**config.mk**
```make
export PLATFORM = sky130hd
export DESIGN_NAME = mult_for
export DESIGN_NICKNAME = d
export VERILOG_FILES = /design/src/rtl/mult_for.sv
export SDC_FILE = /design/constraint.sdc
export NUM_CORES = 1
export LEC_CHECK = 0
export ABC_CLOCK_PERIOD_IN_PS = 10200
export BUFFER_PORTS_ARGS = -buffer_cell sky130_fd_sc_hd__buf_4
export CAP_MARGIN = 20
export CORE_UTILIZATION = 40
export CTS_CLUSTER_SIZE = 30
export DETAILED_ROUTE_END_ITERATION = 10
export HOLD_SLACK_MARGIN = 0.1
export SYNTH_ARGS = -nofsm -noshare
export SYNTH_HDL_FRONTEND = slang
export SYNTH_SLANG_ARGS = --single-unit
```
**constraint.sdc**
```tcl
create_clock -name clk -period 10.2 [get_ports clk]
set_input_delay 2.04 -clock clk [delete_from_list [all_inputs] [get_ports clk]]
set_output_delay 2.04 -clock clk [all_outputs]
set_load 0.02 [all_outputs]
```
**src/rtl/mult_for.sv**
```systemverilog
// Unsigned shift-and-add multiplier with a single registered output stage.
// The product is formed combinationally at full 2*size width and captured every clock.
module mult_for #(
  parameter int size = 8
) (
  input  logic                clk,
  input  logic                rstn,
  input  logic [size-1:0]     a,
  input  logic [size-1:0]     b,
  output logic [2*size-1:0]   outcome
);

  logic [2*size-1:0] a_ext;
  logic [2*size-1:0] product;

  // Partial products and running sum at full width so the widest result never truncates.
  always_comb begin
    a_ext   = {{size{1'b0}}, a};
    product = '0;
    for (int i = 0; i < size; i++) begin
      if (b[i]) begin
        product = product + (a_ext << i);
      end
    end
  end

  always_ff @(posedge clk) begin
    if (!rstn) begin
      outcome <= '0;
    end else begin
      outcome <= product;
    end
  end

endmodule

```
==> run summary <==
WORST SETUP PATH
--------------------------------------------------------------------------------
Stages on worst setup path ........................................           41
Delay of the slowest cell on the worst path .......................      0.43 ns
CP required .......................................................     10.31 ns
Top cell by count, worst path .....................................         ha_1
CP Launch Type .................................................... primary input
Buffers & Inverters on Critical Path ..............................            5
Data arrival time of the critical path ............................     10.03 ns
Crit end category .................................................    flip-flop
Critical path type ................................................    in -> reg
Worst Path Max Fanout .............................................            5
Cell with the largest stage delay on the worst path ...............         fa_2
Kind of cell with the highest combined delay on the critical path .  adder cells

SYNTH
--------------------------------------------------------------------------------
Area fraction in compound gates after synthesis ...................        29.6%
Simple-gate portion of the synthesized area .......................        18.8%
Synth Instances ...................................................          474
Number of warnings reported in the yosys synthesis log ............            0
Number of synthesized flops with an enable pin ....................            0
Dominant register cell in the synthesized netlist .................      dfxtp_1
Synthesized net count .............................................          559
Largest family of logic cells by synthesized area ................. compound AO/OA/AOI/OAI gates
Synth cell count leaders .......................................... ha_1 (60), nand2_1 (41), a21oi_1 (38), inv_1 (36), o21ai_0 (26)
Post-synthesis async set-or-reset flop share ......................           0%
Sequential element share of the synthesized area ..................        8.83%
Share of synthesized area spent on multiplexers ...................        6.00%
Fraction of the mapped netlist area in adder cells ................        24.6%
Flop and latch count out of synthesis .............................           16
Post-synth top area share .........................................        20.7%
Avg Synthesized Cell Area .........................................   7.65 sq um
Cell type contributing the most total cell area after synthesis ...         ha_1
Post-synth cell types .............................................           65
Area of the mapped netlist ........................................   3630 sq um
Share of the synthesized netlist area taken by xor and xnor gates .        6.52%
Most used standard cell by instance count after synthesis .........         ha_1
Cells taking the most area after synthesis ........................ ha_1 (21%), dfxtp_1 (8.8%), a21oi_1 (5.2%)

DETAILED ROUTING
--------------------------------------------------------------------------------
Remaining antenna violation count after routing ...................            0
Drt total wl ......................................................     10400 um
Number of vias in the routed layout ...............................         3777
Routed via count divided by cell count ............................         5.78
Iteration-0 DRC Markers ...........................................          230
Wire per inst .....................................................      16.0 um
Iteration count of the initial detailed-routing pass ..............            5
Drt drc ...........................................................            0

WORST HOLD PATH
--------------------------------------------------------------------------------
Hold Crit Depth ...................................................            2
Hold/Removal Path Class ...........................................    in -> reg
End of the worst hold path ........................................   outcome[0]
Origin of the worst min-delay path ................................         b[0]

FLOORPLANNING
--------------------------------------------------------------------------------
Num rows ..........................................................           34
Total die area ....................................................   9450 sq um
Die Width .........................................................      97.2 um
Die height ........................................................      97.2 um
Area of the core ..................................................   8760 sq um
Starting density of the core ......................................        41.4%
Io pins ...........................................................           34

GLOBAL ROUTING
--------------------------------------------------------------------------------
Largest net degree at the start of global routing .................           25
Initial antenna violation count ...................................            0
Via count of the first global-routing pass ........................         3390
Tot GR Track Use ..................................................        20.5%
Global-route wire length before repair ............................     16300 um
Remaining global-route overflow ...................................            0

TIMING
--------------------------------------------------------------------------------
Slew @ Worst Pin ..................................................     0.418 ns
Maximum clock rate ................................................      101 MHz
Setup TNS .........................................................         0 ns
Count of endpoints failing setup in the final report ..............            0
Period utilization ................................................        97.2%
Max-slew headroom .................................................        71.8%
Minimum clock period ..............................................      9.91 ns
Slew Viols, Final .................................................            0
Final count of hold timing violations .............................            0
Final WS setup ....................................................     0.288 ns

POWER AND IR DROP
--------------------------------------------------------------------------------
Peak supply drop ..................................................    0.0915 mV
Total power divided by cell area ..................................  233 nW/um^2
Static leakage power ..............................................      2.18 nW
Overall Power .....................................................      1.08 mW

CLOCK NETWORK
--------------------------------------------------------------------------------
Number of clock sinks seen by CTS .................................           16
Clock Pin Slew Worst Setup and Hold Paths .........................      0.06 ns
Library cell used as clock root buffer ............................     clkbuf_8
TritonCTS Buffers .................................................            3
CTS tree ..........................................................          yes
Clock buffer depth ................................................            2
Post-CTS Hold Fix Bufs ............................................            0
H-tree levels .....................................................            1

LAYOUT
--------------------------------------------------------------------------------
P&R area growth vs syn ............................................        27.0%
Final-layout fill cell count ......................................          850
Area used by sequential logic in the layout .......................    320 sq um
# nets final ......................................................          631
Biggest regs ...................................................... outcome (16)
Top register by number of flip-flops ..............................      outcome
Area of the multi-input gates .....................................   3340 sq um
Non-filler instance count after layout ............................          653
# diodes ..........................................................            0
Final instance area ...............................................   4610 sq um
Max FFs per register ..............................................           16
Proportion of layout cells with a drive suffix above 1 ............        27.0%

PLACE
--------------------------------------------------------------------------------
Buffers on Ports ..................................................           33
GPL Wtd Cong ......................................................        0.917
Cell area reported after detailed placement .......................   4260 sq um
Post-Place Setup Slack ............................................   -0.0839 ns
Placed cell count .................................................          642
HPWL reported at the end of detailed placement ....................      7820 um

STATUS
--------------------------------------------------------------------------------
Run status ........................................................ finished, final reports clean

FLOW RUN
--------------------------------------------------------------------------------
Maximum capacitance violations ....................................            0

layout by cell type, fill, tap and decap left out, types with 10 or more instances in the layout:
master   instances
nor2_1          21
a21o_1          14
a21oi_1         26
nand2_1         40
dfxtp_1         16
o21ai_0         20
nor2b_1         13
mux2_2          14
buf_4           82
o21a_1          11
inv_1           36
xnor2_1         16
ha_1            51
nand3_1         10
o21ai_1         11
a21oi_2         11
through the flow:
stage          util [%]  hold WS, ns
2_1_floorplan         -         2.20
3_3_place_gp       48.6         2.32
3_5_place_dp       48.6         2.33
4_1_cts            49.2         2.07
5_1_grt            52.6         2.09
6_report           52.6         2.08
worst max-delay path by stage:
stage                        to  startpoint  slack, ns
finish              outcome[14]        b[0]       0.29
global route        outcome[14]        b[0]      -0.08
floorplan           outcome[13]        b[0]       0.25
CTS                 outcome[13]        b[0]       0.15
global placement    outcome[13]        b[0]       0.04
detailed placement  outcome[13]        b[0]      -0.08
kinds of logic (layout without fill, tap and decap cells):
family | Yosys count | after routing
xor gates and xnor gates | 27 | 27
muxes | 20 | 20
DFF | 16 | 16
adders and majority gates | 67 | 67
buffers and inverters | 52 | 123
AOI/OAI and AO/OA | 158 | 158
and+or+nand+nor | 134 | 134
power by group:
part / switching (mW) / leakage [nW] / internal (mW)
combinational: 0.461 / 2.02 / 0.475
clock: 0.0209 / 0.0288 / 0.0342
sequential: 0.00433 / 0.133 / 0.0803
routing by layer:
layer,track usage [%],routed length (um)
met1,30.5,5140
met2,32.4,4710
met3,0.504,379
met4,5.43,198
met5,0,0
what timing repair did:
item                       CTS  global route
setup endpoints to repair    0             6
resized for setup            0            49
setup buffers                0             7
cell type report:
type                            instances  share of cell area, %
Multi-Input combinational cell        406                   72.5
Timing Repair Buffer                   82                   13.4
Sequential cell                        16                   6.95
Inverter                               37                   3.01
Tap cell                              108                   2.93
Clock buffer                            4                   1.20
(Power assumes the default switching activity.)
